--- src/rtl/vram_srv_pkg.sv ---
`default_nettype none
// ============================================================================
//  Module      : vram_srv_pkg
//  Description : Shared types and helpers for the VRAM fetch server.
//                srv_state_t - sequencer states
//                WORDS_MAX   - most word reads a single video request needs
//                pair_words  - word reads needed for one little-endian pair
//  Revision    : 1.0 - initial release
// ============================================================================
package vram_srv_pkg;

  typedef enum logic [2:0] {
    IDLE    = 3'd0,
    V_ISSUE = 3'd1,
    V_WAIT  = 3'd2,
    C_ISSUE = 3'd3,
    C_WAIT  = 3'd4,
    DONE_V  = 3'd5
  } srv_state_t;

  localparam int WORDS_MAX = 4;

  // An even byte address is served by one word; an odd one straddles two.
  function automatic logic [2:0] pair_words(input logic [31:0] a);
    return ((a % 32'd2) != 32'd0) ? 3'd2 : 3'd1;
  endfunction

endpackage
`default_nettype wire

--- src/rtl/vram_fetch_server_if.sv ---
`default_nettype none
// ============================================================================
//  Module      : vram_fetch_server_if
//  Description : Bus bundle around the fetch server.
//                vram_* : video controller request/response (toggle handshake)
//                cpu_*  : byte-wide CPU access (level req, pulse ack)
//                mem_*  : single-port 16-bit video RAM
//                modport slave  - the server side
//                modport master - the environment (video, CPU, RAM)
//  Revision    : 1.0 - initial release
// ============================================================================
interface vram_fetch_server_if #(
  parameter int AW = 19
);
  logic          vram_rd;
  logic [AW-1:0] vram_addr1;
  logic [AW-1:0] vram_addr2;
  logic [15:0]   vram_dout1;
  logic [15:0]   vram_dout2;
  logic          vram_ack;
  logic          vram_overrun;

  logic          cpu_req;
  logic          cpu_we;
  logic [AW-1:0] cpu_addr;
  logic [7:0]    cpu_din;
  logic [7:0]    cpu_dout;
  logic          cpu_ack;

  logic [AW-2:0] mem_addr;
  logic          mem_rd;
  logic          mem_we;
  logic [1:0]    mem_be;
  logic [15:0]   mem_din;
  logic [15:0]   mem_q;

  modport slave (
    input  vram_rd, vram_addr1, vram_addr2,
    output vram_dout1, vram_dout2, vram_ack, vram_overrun,
    input  cpu_req, cpu_we, cpu_addr, cpu_din,
    output cpu_dout, cpu_ack,
    output mem_addr, mem_rd, mem_we, mem_be, mem_din,
    input  mem_q
  );

  modport master (
    output vram_rd, vram_addr1, vram_addr2,
    input  vram_dout1, vram_dout2, vram_ack, vram_overrun,
    output cpu_req, cpu_we, cpu_addr, cpu_din,
    input  cpu_dout, cpu_ack,
    input  mem_addr, mem_rd, mem_we, mem_be, mem_din,
    output mem_q
  );
endinterface
`default_nettype wire

--- src/rtl/vram_fetch_server_mem_op_seq.sv ---
`default_nettype none
// ============================================================================
//  Module      : mem_op_seq
//  Description : Issues one registered memory strobe per op_start and, for
//                reads, flags op_done in the cycle mem_q becomes valid.
//                op_*  : request from the server sequencer / completion
//                mem_* : RAM strobe, address, byte enables, data
//  Revision    : 1.0 - initial release
// ============================================================================
module mem_op_seq #(
  parameter int MEM_LAT = 2,
  parameter int AW      = 19
) (
  input  logic          clk,
  input  logic          rst,
  input  logic          op_start,
  input  logic          op_we,
  input  logic [AW-2:0] op_addr,
  input  logic [1:0]    op_be,
  input  logic [15:0]   op_din,
  output logic          op_done,
  output logic [15:0]   op_q,
  output logic [AW-2:0] mem_addr,
  output logic          mem_rd,
  output logic          mem_we,
  output logic [1:0]    mem_be,
  output logic [15:0]   mem_din,
  input  logic [15:0]   mem_q
);
  localparam int CW = $clog2(MEM_LAT + 1);

  logic [CW-1:0] cnt_q, cnt_d;
  logic          busy_q, busy_d;
  logic          rd_q, rd_d;
  logic          we_q, we_d;
  logic [AW-2:0] addr_q, addr_d;
  logic [1:0]    be_q, be_d;
  logic [15:0]   din_q, din_d;

  // Counter starts at MEM_LAT in the strobe cycle and reaches zero exactly
  // when mem_q is valid, so op_done can be used directly as a capture enable.
  assign op_done = busy_q && (cnt_q == '0);
  assign op_q    = mem_q;

  always_comb begin
    cnt_d  = cnt_q;
    busy_d = busy_q;
    rd_d   = 1'b0;
    we_d   = 1'b0;
    addr_d = addr_q;
    be_d   = be_q;
    din_d  = din_q;
    if (busy_q && (cnt_q != '0)) cnt_d = cnt_q - CW'(1);
    if (op_done) busy_d = 1'b0;
    if (op_start) begin
      rd_d   = ~op_we;
      we_d   = op_we;
      addr_d = op_addr;
      be_d   = op_be;
      din_d  = op_din;
      busy_d = ~op_we;
      cnt_d  = CW'(MEM_LAT);
    end
  end

  always_ff @(posedge clk or posedge rst) begin
    if (rst) begin
      cnt_q  <= '0;
      busy_q <= 1'b0;
      rd_q   <= 1'b0;
      we_q   <= 1'b0;
      addr_q <= '0;
      be_q   <= '0;
      din_q  <= '0;
    end else begin
      cnt_q  <= cnt_d;
      busy_q <= busy_d;
      rd_q   <= rd_d;
      we_q   <= we_d;
      addr_q <= addr_d;
      be_q   <= be_d;
      din_q  <= din_d;
    end
  end

  assign mem_addr = addr_q;
  assign mem_rd   = rd_q;
  assign mem_we   = we_q;
  assign mem_be   = be_q;
  assign mem_din  = din_q;
endmodule
`default_nettype wire

--- src/rtl/vram_fetch_server.sv ---
`default_nettype none
// ============================================================================
//  Module      : vram_fetch_server
//  Description : Memory-side responder for the video VRAM fetch interface.
//                Detects vram_rd toggles, reads the 2-4 words needed for two
//                little-endian byte pairs, and fills idle slots with CPU
//                byte reads/writes.
//                clk_sys, reset : clock, asynchronous active-high reset
//                bus (slave)    : vram_*, cpu_* and mem_* signal groups
//  Revision    : 1.0 - initial release
// ============================================================================
module vram_fetch_server
  import vram_srv_pkg::*;
#(
  parameter int MEM_LAT = 2,
  parameter int AW      = 19
) (
  input  logic                  clk_sys,
  input  logic                  reset,
  vram_fetch_server_if.slave    bus
);
  srv_state_t    state_q, state_d;
  logic          armed_q, armed_d, prev_q, prev_d;
  logic          pending_q, pending_d, overrun_q, overrun_d;
  logic [AW-1:0] lat1_q, lat1_d, lat2_q, lat2_d;
  logic [AW-1:0] wa1_q, wa1_d, wa2_q, wa2_d;
  logic [1:0]    widx_q, widx_d;
  logic [15:0]   asm1_q, asm1_d, asm2_q, asm2_d;
  logic [15:0]   dout1_q, dout1_d, dout2_q, dout2_d;
  logic          ack_q, ack_d;
  logic [7:0]    cpu_dout_q, cpu_dout_d;
  logic          cpu_ack_q, cpu_ack_d, cpu_odd_q, cpu_odd_d, cpu_wr_q, cpu_wr_d;

  logic          op_start, op_we, op_done;
  logic [AW-2:0] op_addr;
  logic [1:0]    op_be;
  logic [15:0]   op_din, op_q;
  logic          toggle, consume, in_p1, sub_hi, more;
  logic [2:0]    n1, n_words;
  logic [AW-2:0] m_addr;
  logic          m_rd, m_we;
  logic [1:0]    m_be;
  logic [15:0]   m_din;

  // Word list order: pair1 low word, pair1 high word (odd only), then pair2.
  function automatic logic [AW-2:0] word_addr(input logic [AW-1:0] a1,
                                               input logic [AW-1:0] a2,
                                               input logic [1:0]    idx);
    logic [2:0] p1;
    p1 = pair_words(32'(a1));
    if ({1'b0, idx} < p1) return a1[AW-1:1] + (AW-1)'(idx);
    return a2[AW-1:1] + (({1'b0, idx} == p1 + 3'd1) ? (AW-1)'(1) : '0);
  endfunction

  // Even pair takes the whole word; odd pair takes the high byte of its first
  // word as result low byte and the low byte of its second word as high byte.
  function automatic logic [15:0] place(input logic [15:0] old, input logic odd,
                                        input logic hi, input logic [15:0] q);
    if (!odd) return q;
    if (!hi)  return {old[15:8], q[15:8]};
    return {q[7:0], old[7:0]};
  endfunction

  always_comb begin
    state_d    = state_q;
    armed_d    = 1'b1;
    prev_d     = bus.vram_rd;
    pending_d  = pending_q;
    overrun_d  = overrun_q;
    lat1_d     = lat1_q;
    lat2_d     = lat2_q;
    wa1_d      = wa1_q;
    wa2_d      = wa2_q;
    widx_d     = widx_q;
    asm1_d     = asm1_q;
    asm2_d     = asm2_q;
    dout1_d    = dout1_q;
    dout2_d    = dout2_q;
    ack_d      = ack_q;
    cpu_dout_d = cpu_dout_q;
    cpu_ack_d  = 1'b0;
    cpu_odd_d  = cpu_odd_q;
    cpu_wr_d   = cpu_wr_q;
    op_start   = 1'b0;
    op_we      = 1'b0;
    op_addr    = '0;
    op_be      = 2'b11;
    op_din     = '0;

    n1      = pair_words(32'(wa1_q));
    n_words = n1 + pair_words(32'(wa2_q));
    in_p1   = ({1'b0, widx_q} < n1);
    sub_hi  = in_p1 ? widx_q[0] : ({1'b0, widx_q} == n1 + 3'd1);
    more    = (({1'b0, widx_q} + 3'd1) < n_words);

    // The first cycle after reset only records the current level.
    toggle  = armed_q && (bus.vram_rd != prev_q);
    consume = (state_q == IDLE) && pending_q;
    if (toggle) begin
      pending_d = 1'b1;
      lat1_d    = bus.vram_addr1;
      lat2_d    = bus.vram_addr2;
      if (pending_q && !consume) overrun_d = 1'b1;
    end else if (consume) begin
      pending_d = 1'b0;
    end

    case (state_q)
      IDLE: begin
        if (pending_q) begin
          wa1_d    = lat1_q;
          wa2_d    = lat2_q;
          widx_d   = 2'd0;
          op_start = 1'b1;
          op_addr  = word_addr(lat1_q, lat2_q, 2'd0);
          state_d  = V_ISSUE;
        end else if (bus.cpu_req && !cpu_ack_q) begin
          // cpu_req is still high during the ack cycle; do not re-serve it.
          op_start  = 1'b1;
          op_we     = bus.cpu_we;
          op_addr   = bus.cpu_addr[AW-1:1];
          op_be     = bus.cpu_addr[0] ? 2'b10 : 2'b01;
          op_din    = {bus.cpu_din, bus.cpu_din};
          cpu_odd_d = bus.cpu_addr[0];
          cpu_wr_d  = bus.cpu_we;
          state_d   = C_ISSUE;
        end
      end
      V_ISSUE: state_d = V_WAIT;
      V_WAIT: begin
        if (op_done) begin
          if (in_p1) asm1_d = place(asm1_q, wa1_q[0], sub_hi, op_q);
          else       asm2_d = place(asm2_q, wa2_q[0], sub_hi, op_q);
          if (more) begin
            widx_d   = widx_q + 2'd1;
            op_start = 1'b1;
            op_addr  = word_addr(wa1_q, wa2_q, widx_q + 2'd1);
            state_d  = V_ISSUE;
          end else begin
            state_d = DONE_V;
          end
        end
      end
      DONE_V: begin
        dout1_d = asm1_q;
        dout2_d = asm2_q;
        ack_d   = ~ack_q;
        state_d = IDLE;
      end
      C_ISSUE: begin
        if (cpu_wr_q) begin
          cpu_ack_d = 1'b1;
          state_d   = IDLE;
        end else begin
          state_d = C_WAIT;
        end
      end
      C_WAIT: begin
        if (op_done) begin
          cpu_dout_d = cpu_odd_q ? op_q[15:8] : op_q[7:0];
          cpu_ack_d  = 1'b1;
          state_d    = IDLE;
        end
      end
      default: state_d = IDLE;
    endcase
  end

  always_ff @(posedge clk_sys or posedge reset) begin
    if (reset) begin
      state_q    <= IDLE;
      armed_q    <= 1'b0;
      prev_q     <= 1'b0;
      pending_q  <= 1'b0;
      overrun_q  <= 1'b0;
      lat1_q     <= '0;
      lat2_q     <= '0;
      wa1_q      <= '0;
      wa2_q      <= '0;
      widx_q     <= '0;
      asm1_q     <= '0;
      asm2_q     <= '0;
      dout1_q    <= '0;
      dout2_q    <= '0;
      ack_q      <= 1'b0;
      cpu_dout_q <= '0;
      cpu_ack_q  <= 1'b0;
      cpu_odd_q  <= 1'b0;
      cpu_wr_q   <= 1'b0;
    end else begin
      state_q    <= state_d;
      armed_q    <= armed_d;
      prev_q     <= prev_d;
      pending_q  <= pending_d;
      overrun_q  <= overrun_d;
      lat1_q     <= lat1_d;
      lat2_q     <= lat2_d;
      wa1_q      <= wa1_d;
      wa2_q      <= wa2_d;
      widx_q     <= widx_d;
      asm1_q     <= asm1_d;
      asm2_q     <= asm2_d;
      dout1_q    <= dout1_d;
      dout2_q    <= dout2_d;
      ack_q      <= ack_d;
      cpu_dout_q <= cpu_dout_d;
      cpu_ack_q  <= cpu_ack_d;
      cpu_odd_q  <= cpu_odd_d;
      cpu_wr_q   <= cpu_wr_d;
    end
  end

  mem_op_seq #(.MEM_LAT(MEM_LAT), .AW(AW)) u_seq (
    .clk      (clk_sys),
    .rst      (reset),
    .op_start (op_start),
    .op_we    (op_we),
    .op_addr  (op_addr),
    .op_be    (op_be),
    .op_din   (op_din),
    .op_done  (op_done),
    .op_q     (op_q),
    .mem_addr (m_addr),
    .mem_rd   (m_rd),
    .mem_we   (m_we),
    .mem_be   (m_be),
    .mem_din  (m_din),
    .mem_q    (bus.mem_q)
  );

  assign bus.mem_addr     = m_addr;
  assign bus.mem_rd       = m_rd;
  assign bus.mem_we       = m_we;
  assign bus.mem_be       = m_be;
  assign bus.mem_din      = m_din;
  assign bus.vram_dout1   = dout1_q;
  assign bus.vram_dout2   = dout2_q;
  assign bus.vram_ack     = ack_q;
  assign bus.vram_overrun = overrun_q;
  assign bus.cpu_dout     = cpu_dout_q;
  assign bus.cpu_ack      = cpu_ack_q;
endmodule
`default_nettype wire

--- src/flat_wrapper.sv ---
// flat-port wrapper written by rule: the top's interface ports become plain ports
module vram_fetch_server_flat import vram_srv_pkg::*;
#(
  parameter int MEM_LAT = 2,
  parameter int AW      = 19
)
  (clk_sys, reset, bus_vram_rd, bus_vram_addr1, bus_vram_addr2, bus_vram_dout1, bus_vram_dout2, bus_vram_ack, bus_vram_overrun, bus_cpu_req, bus_cpu_we, bus_cpu_addr, bus_cpu_din, bus_cpu_dout, bus_cpu_ack, bus_mem_addr, bus_mem_rd, bus_mem_we, bus_mem_be, bus_mem_din, bus_mem_q);
  vram_fetch_server_if #(.AW(AW)) bus_i ();
  input  logic clk_sys;
  input  logic reset;
  input wire logic [$bits(bus_i.vram_rd)-1:0] bus_vram_rd;
  input wire logic [$bits(bus_i.vram_addr1)-1:0] bus_vram_addr1;
  input wire logic [$bits(bus_i.vram_addr2)-1:0] bus_vram_addr2;
  output wire logic [$bits(bus_i.vram_dout1)-1:0] bus_vram_dout1;
  output wire logic [$bits(bus_i.vram_dout2)-1:0] bus_vram_dout2;
  output wire logic [$bits(bus_i.vram_ack)-1:0] bus_vram_ack;
  output wire logic [$bits(bus_i.vram_overrun)-1:0] bus_vram_overrun;
  input wire logic [$bits(bus_i.cpu_req)-1:0] bus_cpu_req;
  input wire logic [$bits(bus_i.cpu_we)-1:0] bus_cpu_we;
  input wire logic [$bits(bus_i.cpu_addr)-1:0] bus_cpu_addr;
  input wire logic [$bits(bus_i.cpu_din)-1:0] bus_cpu_din;
  output wire logic [$bits(bus_i.cpu_dout)-1:0] bus_cpu_dout;
  output wire logic [$bits(bus_i.cpu_ack)-1:0] bus_cpu_ack;
  output wire logic [$bits(bus_i.mem_addr)-1:0] bus_mem_addr;
  output wire logic [$bits(bus_i.mem_rd)-1:0] bus_mem_rd;
  output wire logic [$bits(bus_i.mem_we)-1:0] bus_mem_we;
  output wire logic [$bits(bus_i.mem_be)-1:0] bus_mem_be;
  output wire logic [$bits(bus_i.mem_din)-1:0] bus_mem_din;
  input wire logic [$bits(bus_i.mem_q)-1:0] bus_mem_q;
  assign bus_i.vram_rd = bus_vram_rd;
  assign bus_i.vram_addr1 = bus_vram_addr1;
  assign bus_i.vram_addr2 = bus_vram_addr2;
  assign bus_vram_dout1 = bus_i.vram_dout1;
  assign bus_vram_dout2 = bus_i.vram_dout2;
  assign bus_vram_ack = bus_i.vram_ack;
  assign bus_vram_overrun = bus_i.vram_overrun;
  assign bus_i.cpu_req = bus_cpu_req;
  assign bus_i.cpu_we = bus_cpu_we;
  assign bus_i.cpu_addr = bus_cpu_addr;
  assign bus_i.cpu_din = bus_cpu_din;
  assign bus_cpu_dout = bus_i.cpu_dout;
  assign bus_cpu_ack = bus_i.cpu_ack;
  assign bus_mem_addr = bus_i.mem_addr;
  assign bus_mem_rd = bus_i.mem_rd;
  assign bus_mem_we = bus_i.mem_we;
  assign bus_mem_be = bus_i.mem_be;
  assign bus_mem_din = bus_i.mem_din;
  assign bus_i.mem_q = bus_mem_q;
  vram_fetch_server #(.MEM_LAT(MEM_LAT), .AW(AW)) u_core (.clk_sys(clk_sys), .reset(reset), .bus(bus_i));
endmodule
--- config.mk ---
export PLATFORM = sky130hd
export DESIGN_NAME = vram_fetch_server_flat
export DESIGN_NICKNAME = d
export VERILOG_FILES = /design/src/rtl/vram_srv_pkg.sv /design/src/rtl/vram_fetch_server_if.sv /design/src/rtl/vram_fetch_server_mem_op_seq.sv /design/src/rtl/vram_fetch_server.sv /design/src/flat_wrapper.sv
export SDC_FILE = /design/constraint.sdc
export NUM_CORES = 1
export LEC_CHECK = 0
export BUFFER_PORTS_ARGS = -buffer_cell sky130_fd_sc_hd__buf_2
export CAP_MARGIN = 20
export CORE_MARGIN = 10
export CORE_UTILIZATION = 60
export DETAILED_ROUTE_END_ITERATION = 7
export PLACE_DENSITY = 0.85
export SYNTH_ARGS = -nofsm -noshare
export SYNTH_HDL_FRONTEND = slang
export SYNTH_SLANG_ARGS = --single-unit
--- constraint.sdc ---
create_clock -name clk_sys -period 9.5 [get_ports clk_sys]
set_input_delay 0.95 -clock clk_sys [delete_from_list [all_inputs] [get_ports clk_sys]]
set_output_delay 0.95 -clock clk_sys [all_outputs]
set_load 0.01 [all_outputs]
# Word level (Yosys, flattened, before mapping)
# Cells that the tools add are included.
# Widths: inputs -> output; s select.
# totals
output_inout_bits,81
regBits,202
# classes
n_eq_ne,15
muxes,85
n_reduce_logical,28
add_sub_neg,9
n_lt_le_gt_ge,4
bitwise,4
# op_table
op,count
$mux 16,11
$mux 18,8
$mux 1,42
$add 18x18->18,2
$pmux 18 s2,1
$mux 2,12
$reduce_and 4->1,5
$add 18x2->18,1
$mux 3,6
$pmux 3 s5,1
$reduce_bool 2->1,7
$mux 8,1
$ne 2x1->1 const B,4
$add 3x1->3 const B,2
$eq 2x3->1,2
$eq 3x2->1 const B,2
$eq 3x3->1 const B,2
$logic_and 1x1->1,6
$logic_not 3->1,2
$ne 3x1->1 const B,2
$reduce_and 2->1,3
$reduce_and 3->1,2
$not 1->1,4
$pmux 1 s2,2
14 further kinds,15

# Longest topological paths before layout
# Gate-level depths: netlist (run 1).
# depth
ltp_word,11
mapped_depth,13

# By module
# A second synthesis (run 1) with hierarchy kept.
# hier_totals
hier_cells,819
area_unflattened_um2,9735.6
# modules_own_cells
module,instances,seq_area_each_um2,area_each_um2,cells_each
vram_fetch_server,1,4028.9,7892.6,706
mem_op_seq,1,1026.0,1843.0,113

# Least setup slack after synthesis (run 1)
# OpenSTA, ideal clock, no wires.
# synth_path
kind,reg2reg
startpoint,reg u_core.wa1_q[0]
endpoint,"reg u_core.u_seq.addr_q[16], in the netlist u_core.u_seq.mem_addr[16]"
slack_ps,6519
setup_time_ps,138
n_path_buf,2
arrival_ps,2843
required_time_ps,9362
stages_incl_launch_ff,14
cell_sequence,dfrtp_1 > clkbuf_1 > clkbuf_1 > inv_1 > ha_1 > and2_1 > ha_1 > ha_1 > nand2_1 > nor3_1 > nand4_1 > xnor2_1 > mux2i_1 > o21ai_0
# synth_via
elab_chain_len,10
elab_cells_between_ends,19
# synth_lines
element,line,rtl
start: declaration,vram_fetch_server.sv:26,"logic [AW-1:0] wa1_q, wa1_d, wa2_q, wa2_d;"
start signal: assignment,vram_fetch_server.sv:198,wa1_q <= wa1_d;
$mux 2 *,vram_srv_pkg.sv:25,return ((a % 32'd2) != 32'd0) ? 3'd2 : 3'd1;
"parallel branches: the longest is 9 deep, another holds $add 18x18->18",-,
end signal: assignment,vram_fetch_server_mem_op_seq.sv:80,addr_q <= addr_d;
end: declaration,vram_fetch_server_mem_op_seq.sv:36,"logic [AW-2:0] addr_q, addr_d;"
# Every way passes the cells marked *. The select of a mux whose other input is x is not followed.
# A chain may end at the register's enable or synchronous reset.

# Worst setup path in the final report (run 1)
# layout_path
startpoint,reg u_core.wa1_q[0]
endpoint,reg u_core.asm1_q[0]
# layout_via
elab_chain_len,11
elab_cells_between_ends,19
# layout_lines
element,line,rtl
$mux 2,vram_srv_pkg.sv:25,
$add 3x1->3,vram_fetch_server.sv:93,"sub_hi = in_p1 ? widx_q[0] : ({1'b0, widx_q} == n1 + 3'd1);"
$eq 2x3->1,vram_fetch_server.sv:93,
$mux 1,vram_fetch_server.sv:93,
$mux 1 (2 in series),vram_fetch_server.sv:60,"if (!hi) return {old[15:8], q[15:8]};"
$mux 1,vram_fetch_server.sv:132,"if (in_p1) asm1_d = place(asm1_q, wa1_q[0], sub_hi, op_q);"
$mux 1,vram_fetch_server.sv:131,if (op_done) begin
$mux 1,vram_fetch_server.sv:108,case (state_q)
$reduce_bool 2->1 (no line),-,
$reduce_and 4->1 (no line),-,
end signal: assignment,vram_fetch_server.sv:201,asm1_q <= asm1_d;
end: declaration,vram_fetch_server.sv:28,"logic [15:0] asm1_q, asm1_d, asm2_q, asm2_d;"
# Several ways; a longest one is shown, not always the timed one. The select of a mux whose other input is x is not followed.

==> results of run 1 <==
[layout by cell type (no fill, tap or decap), types with 2 or more instances in the layout]
cell type,count
nor2b_1,6
clkbuf_8,2
o21ai_0,32
inv_6,4
nor4_1,2
or3_1,5
o21bai_1,2
mux2_2,73
nand2_1,151
mux2i_1,17
buf_4,6
inv_8,3
and3_1,3
o22ai_1,47
and4_1,3
inv_1,15
o2111ai_1,5
ha_1,14
nor3_1,4
clkinv_2,2
clkbuf_16,17
nand3_1,14
o31ai_1,2
xor2_1,15
nor2_1,31
and2_1,5
buf_2,166
nand4_1,10
a21oi_1,48
dfrtp_1,194
xnor2_1,19
a22o_1,8
a22oi_1,2
clkinvlp_4,2
a222oi_1,13
nand2b_1,3
[where the power goes]
part / internal (W) / switching, W / leakage (nW) / total, W
combinational: 0.000585 / 0.000773 / 2.31 / 0.00136
clock: 0.000380 / 0.000321 / 0.280 / 0.000702
sequential: 0.00115 / 0.000291 / 2.37 / 0.00144
total: 0.00211 / 0.00139 / 4.96 / 0.00350
[cell families after synthesis]
| group | share of synthesized area [%] |
|---|---|
| other cells | 0.0426 |
| mux | 11.3 |
| buf+inv | 3.67 |
| fa+ha+maj | 2.22 |
| flops | 55.2 |
| compound gates | 11.9 |
| xor+xnor | 3.38 |
| simple gates | 12.4 |
[state kept, by name, indices dropped and copies added, names as in the netlist, 2 cells and up]
register,count
u_core.u_seq.mem_din,8
u_core.state_q,3
u_core.asm2_q,16
u_core.asm1_q,16
u_core.widx_q,2
u_core.bus.cpu_dout,8
u_core.lat2_q,19
u_core.u_seq.mem_be,2
u_core.u_seq.cnt_q,2
u_core.wa1_q,19
u_core.lat1_q,19
u_core.u_seq.mem_addr,18
u_core.bus.vram_dout1,16
u_core.wa2_q,19
u_core.bus.vram_dout2,16
[synthesized netlist by cell type, types with 2 or more instances]
cell type / n / area share (%)
buf_1: 5 / 0.21
and4_1: 3 / 0.30
or3_1: 5 / 0.36
xor2_1: 15 / 1.5
nand3_1: 14 / 0.80
a21oi_1: 49 / 2.8
xnor2_1: 19 / 1.9
dfrtp_1: 194 / 55
o2111ai_1: 5 / 0.50
o21bai_1: 2 / 0.17
buf_6: 4 / 0.51
and2_1: 5 / 0.36
ha_1: 14 / 2.0
clkbuf_1: 25 / 1.1
nor2_2: 2 / 0.14
nor2b_1: 6 / 0.43
o31ai_1: 2 / 0.17
nor4_1: 2 / 0.14
mux2i_1: 17 / 1.9
nor3_1: 5 / 0.28
inv_1: 16 / 0.68
and3_1: 3 / 0.21
buf_4: 8 / 0.68
nand2_1: 152 / 6.5
o22ai_1: 47 / 3.3
a22o_1: 8 / 0.80
nand4_1: 10 / 0.71
mux2_2: 73 / 9.3
buf_2: 9 / 0.51
nor2_1: 31 / 1.3
nand2b_1: 3 / 0.21
o21ai_0: 32 / 1.8
a22oi_1: 2 / 0.17
a222oi_1: 13 / 1.5
[worst max-delay path by stage]
stage | to | start | slack (ps) | cells past startpoint
after floorplan | u_core.armed_q | reset | 3270 | 1
after global routing | u_core.asm2_q[3] | u_core.wa1_q[0] | 5670 | 7
final | u_core.asm1_q[0] | u_core.wa1_q[0] | 5920 | 7
after global placement | u_core.asm2_q[1] | u_core.wa1_q[0] | 6170 | 7
after detailed placement | u_core.u_seq.mem_addr[15] | u_core.wa1_q[0] | 6070 | 9
after CTS | u_core.u_seq.mem_addr[14] | u_core.wa1_q[0] | 6000 | 9
[cell type report]
class	instances	area, um^2
Clock buffer	19	453
Timing Repair Buffer	173	903
Sequential cell	194	4850
Multi-Input combinational cell	554	3640
Inverter	16	67.6
Tap cell	184	230
Clock inverter	12	121
Fill cell	1087	4210
[per-layer routing]
metal	part of all wire (%)	GRT usage (%)	vias to the layer above
li1	-	-	3156
met1	43	28.3	3333
met2	47	33.5	274
met3	7.8	5.61	50
met4	2.6	8.59	2
met5	0.055	0	-
[worst max-delay path: cells and delay by family, from the launching register on]
kind	cells	cell delay [ps]
compound gates	3	760
flops	1	830
fa+ha+maj	1	340
simple gates	1	410
mux	1	840
buf+inv	1	230
[through the flow]
stage | total power (W) | cell area, um^2 | hold slack [ps] | utilization, %
floorplan | 0.00236 | 8800 | 433 | -
CTS | 0.00351 | 10200 | 465 | 70.7
detailed placement | 0.00279 | 9670 | 448 | 66.8
global placement | 0.00272 | 9670 | 444 | 66.8
global route | 0.00374 | 10300 | 479 | 70.9
finish | 0.00350 | 10300 | 466 | 70.9
==> results.txt, run 1 <==
----------------------------------------------------
[Outcome]
  Status ... complete, no violations

[Routing]
  Drt via density ... between 5 and 6
  # DRC ... 0
  Number of antenna-violating nets in the routed design ... 0
  Total wirelength of the detailed-routed design ... 21800 um
  Initial DRC count ... about 740
  Wirelength per Cell ... 18.9 um
  Vias ... 6815
  Pre-antenna DRT Iters ... 6

[Clocking]
  Buffers inserted by post-CTS timing repair ... 0
  Buffer levels on the longest clock path ... 2
  Post-cts resize count ... 0
  H-tree level count ... 4
  CTS Root Buffer Type ... clkbuf_16
  Clock tree sinks ... 194
  CTS clock-pin slew for the worst setup and hold paths ... 70 ps
  CTS tree ... done
  Clock latency on the worst-skew pair ... 440 ps
  Number of buffers added by the clock tree synthesis step ... 17
  Hold-fix buffers, CTS ... 0

[Synth]
  Main synth FF type ... dfrtp_1
  Synth warnings ... 0
  Sequential-to-total area share from yosys stat ... 55.2%
  Count of flip-flops with a built-in enable after synthesis ... 0
  Number of distinct library cells after synthesis ... a little under 50
  Net Count, Synth ... 916
  Mapped Avg Cell Area ... 10.8 um^2
  Gate Count Post-Synth ... 815
  Async set-reset flop share out of synthesis ... 100%
  Register bit count reported by yosys ... 194
  Post-Syn Area ... 0.00880 mm^2

[Place]
  Number of placed cells counting well taps ... about 1100
  # port buffers ... 166
  Routability cong. ... 0.859
  Worst slack at placement ... 6070 ps
  Placed wire-length estimate ... 15100 um

[Floorplanning]
  Die Area ... 0.0199 mm^2
  Total core area ... 0.0145 mm^2
  Horizontal die dimension ... 141 um
  Die Ht ... 141 um
  Initial Utilization ... about 61%
  Total number of placement rows ... 44
  Boundary pin count ... between 150 and 200

[Worst hold path]
  Hold path endpoint ... u_core.wa2_q[17]
  Hold-critical path depth ... 2
  Startpoint of the lowest-slack hold path ... u_core.lat2_q[17]
  Class of the most critical hold timing path ... flip-flop to flip-flop

[Worst setup path]
  Worst setup EP type ... flip-flop
  Data required time at the worst endpoint ... 9780 ps
  Register-to-register path setup slack ... 5920 ps
  Series of cell instances along the critical path ... inv_1, ha_1, a21oi_1, mux2i_1, nand2_1, o22ai_1, a21oi_1
  Most used cell, CP ... a21oi_1
  Reg2Reg Launch Point ... u_core.wa1_q[0]
  Master of the slowest instance on the critical path ... mux2i_1
  Terminus of the critical flop-to-flop path ... u_core.asm1_q[0]
  R2R depth ... 7
  Largest fanout of any net on the critical path ... 24
  CP Data Arrival Time ... 3860 ps
  Slowest Stage Delay on Critical Path ... 840 ps
  Kind of start point of the critical path ... flip-flop
  Class of the most critical setup path ... flip-flop to flip-flop

[Global routing]
  Combined global-route utilization of all metal layers ... 21.6%
  Antenna violations before repair ... 1
  First-pass GRT wire length ... ~35000 um
  Via count of the first global-routing pass ... 6901
  Maximum number of pins on one net before global-route repair ... 113
  Aggregate global routing overflow ... 0

[Layout]
  Antenna fix cells ... 0
  Non-filler cells, final ... 1152
  Area growth from synthesis to layout ... 16.7%
  Share of cells above drive strength 1 ... just under 30%
  Net total in the final layout ... around 1100

[Power and ir drop]
  Static power due to leakage ... 4.96 nW
  Max IR drop VDD ... 218 uV
  Total power per unit cell area ... 341 mW/mm^2

[STA]
  Final Max Tran Viols ... 0
  Relative slew slack ... between 30% and 40%
  Count of endpoints failing setup in the final report ... 0
  Final hold vios ... 0
  Part of the cycle the worst path needs ... a little under two fifths
  RSZ-0062 raised after global routing ... no
  Accumulated negative setup slack ... 0 ps
  Actual slew at the worst max-slew pin ... around 940 ps
  Final critical path time including I/O delays and setup ... 3580 ps
  Clock Skews ... between 8 and 9 ps
  Worst setup slack after layout ... approximately 5900 ps
  Maximum frequency from static timing analysis ... 0.279 GHz

[Flow run]
  Total of max-cap violations ... 0

----------------------------------------------------
(Power assumes the default switching activity.)
==> inputs of run 2 (changes only) <==
CORE_UTILIZATION = 50   (was 60)
PLACE_DENSITY = 0.76   (was 0.85)
clock period = 3.2 ns   (was 9.5 ns; I/O delays follow)
==> run 2 against run 1 <==
Effect of this change: setup slack worse by 5500 ps; die area grew 17%; non-clock buffer count up 9; sequential cell count did not move; total power rose to 3.0 times the previous value; register-to-register slack worse by 5500 ps; combinational power grew to 3.1 times the previous value; design area up 1.5%; critical path depth up 3; wire length grew 5.4%; critical path type unchanged; highest routed layer is now met4.
==> results.txt, run 2 (synthesis gave the netlist of run 1 again) <==
----------------------------------------------------
[Outcome]
  Status ... complete, no violations

[Clocking]
  Post-cts resize count ... 0 (unchanged)
  Buffers inserted by post-CTS timing repair ... 0 (unchanged)
  CTS Root Buffer Type ... clkbuf_16
  Hold-fix buffers, CTS ... 1 (+1)
  Number of buffers added by the clock tree synthesis step ... 17 (unchanged)
  H-tree level count ... 4 (unchanged)
  CTS tree ... done
  Clock latency on the worst-skew pair ... 440 ps (about the same)
  Clock tree sinks ... 194 (unchanged)
  CTS clock-pin slew for the worst setup and hold paths ... 70 ps (about the same)
  Buffer levels on the longest clock path ... 2 (unchanged)

[Power and ir drop]
  Max IR drop VDD ... 510 uV (+130%)
  Static power due to leakage ... 5.01 nW (+1.0%)
  Post-layout total power ... 0.0106 W (+200%)
  Total power per unit cell area ... 1020 mW/mm^2 (+200%)

[Floorplanning]
  Total number of placement rows ... 48 (+9.1%)
  Horizontal die dimension ... 153 um (+8.2%)
  Boundary pin count ... 167 (unchanged)
  Initial Utilization ... 50.9% (-9.9 points)
  Die Ht ... 153 um (+8.2%)
  Total core area ... 0.0173 mm^2 (+19%)
  Die Area ... 0.0233 mm^2 (+17%)

[Layout]
  Leading cell type in the layout, fill and taps excluded ... dfrtp_1
  Net total in the final layout ... 1066 (+0.85%)
  Area growth from synthesis to layout ... 18.4%
  Share of cells above drive strength 1 ... 30.2% (+0.62 points)
  Antenna fix cells ... 0 (unchanged)
  Top library cells by usage in the layout, fill and taps aside ... 194 x dfrtp_1, 166 x buf_2, 151 x nand2_1, 73 x mux2_2, 48 x a21oi_1

[Routing]
  Total wirelength of the detailed-routed design ... 22900 um (+5.4%)
  Drt via density ... 5.68 (-3.9%)
  Wirelength per Cell ... 19.1 um (+0.91%)
  Pre-antenna DRT Iters ... 6 (unchanged)
  # DRC ... 0 (unchanged)
  Number of antenna-violating nets in the routed design ... 0 (unchanged)
  Vias ... 6836 (+0.31%)
  Initial DRC count ... 701 (-5.8%)

[Place]
  Routability cong. ... 0.863 (+0.49%)
  # port buffers ... 166 (unchanged)
  Placed wire-length estimate ... 16100 um (+7.2%)

[Worst setup path]
  Kind of start point of the critical path ... flip-flop
  Largest fanout of any net on the critical path ... 7 (-71%)
  CP Data Arrival Time ... 3080 ps (-780 ps)
  Class of the most critical setup path ... flip-flop to flip-flop
  Worst setup EP type ... flip-flop
  Data required time at the worst endpoint ... 3500 ps (-6280 ps)

[Global routing]
  First-pass GRT wire length ... 37700 um (+7.0%)
  Combined global-route utilization of all metal layers ... 19.6% (-2.1 points)
  Aggregate global routing overflow ... 0 (unchanged)
  Maximum number of pins on one net before global-route repair ... 151 (+34%)
  Antenna violations before repair ... 0 (-1)
  Via count of the first global-routing pass ... 6959 (+0.84%)

[STA]
  Accumulated negative setup slack ... 0 ps (unchanged)
  Final critical path time including I/O delays and setup ... 2790 ps (-791 ps)
  Hold slack ... 15.3 ps (-450 ps)
  Part of the cycle the worst path needs ... 87.1% (+49 points)
  Count of endpoints failing setup in the final report ... 0 (unchanged)
  RSZ-0062 raised after global routing ... no
  Final hold vios ... 0 (unchanged)
  Final Max Tran Viols ... 0 (unchanged)
  Clock Skews ... 10.4 ps (+1.65 ps)
  Relative slew slack ... 32.1% (-3.8 points)
  Maximum frequency from static timing analysis ... 0.359 GHz (+28%)
  Actual slew at the worst max-slew pin ... 1010 ps (+79.7 ps)

[Flow run]
  Total of max-cap violations ... 0 (unchanged)

[Worst hold path]
  Class of the most critical hold timing path ... input port to flip-flop

----------------------------------------------------
## run 2: cell types whose count changed in the layout (fill, tap and decap cells not counted), sizes merged
cell,change
buf,+8
clkbuf,+1
clkinv,-1
clkinvlp,+1
dlygate4sd3,+1
## run 2: area by class of cell
| class | instances | area (um^2) |
|---|---|---|
| inverters | 16 | 63.8 |
| clock inverters | 12 | 139 |
| well taps | 225 | 282 |
| multi-input cells | 554 | 3640 |
| clock buffers | 20 | 467 |
| repair buffers | 182 | 978 |
| flip-flops and latches | 194 | 4850 |
| fillers | 1456 | 6870 |
## run 2: critical path, cell delays in order, from the launching register on
cell and delay, ps:
dfrtp_1 450, ha_1 430, and2_1 170, ha_1 190, ha_1 230, nand2_1 90
nor3_1 520, nand2_1 160, xnor2_1 150, mux2i_1 130, o21ai_0 110
## run 2: stage by stage
stage / instance area, um^2 / utilization, % / worst slack (ps) / instances
floorplan: 8800 / - / 219 / 815
global placement: 9810 / 56.7 / 497 / 1170
detailed placement: 9810 / 56.7 / 422 / 1170
CTS: 10400 / 60.3 / 400 / 1203
global route: 10400 / 60.3 / 130 / 1203
finish: 10400 / 60.3 / 412 / 1203
## run 2: worst paths after layout
path,start,end,slack (ps),cells past startpoint
max,u_core.widx_q[0],u_core.u_seq.mem_addr[12],410,10
min,bus_vram_rd,u_core.prev_q,20,1
max reg2reg,u_core.widx_q[0],u_core.u_seq.mem_addr[12],410,10
min reg2reg,u_core.lat2_q[16],u_core.wa2_q[16],460,2
max in group asynchronous,reset,u_core.state_q[1],1650,4
min in group asynchronous,reset,u_core.bus.cpu_ack,420,3
## run 2: power by group
part | leakage, nW | switching [W] | internal (W)
registers | 2.37 | 0.000812 | 0.00341
logic | 2.35 | 0.00241 | 0.00182
clock network | 0.293 | 0.000999 | 0.00117
## run 2: routing by layer
layer	wire, um	track usage [%]	up-vias
met5	0	0	-
met4	363	5.90	0
met3	1530	5.05	34
met2	11300	31.2	268
met1	9770	25.6	3365
li1	-	-	3169
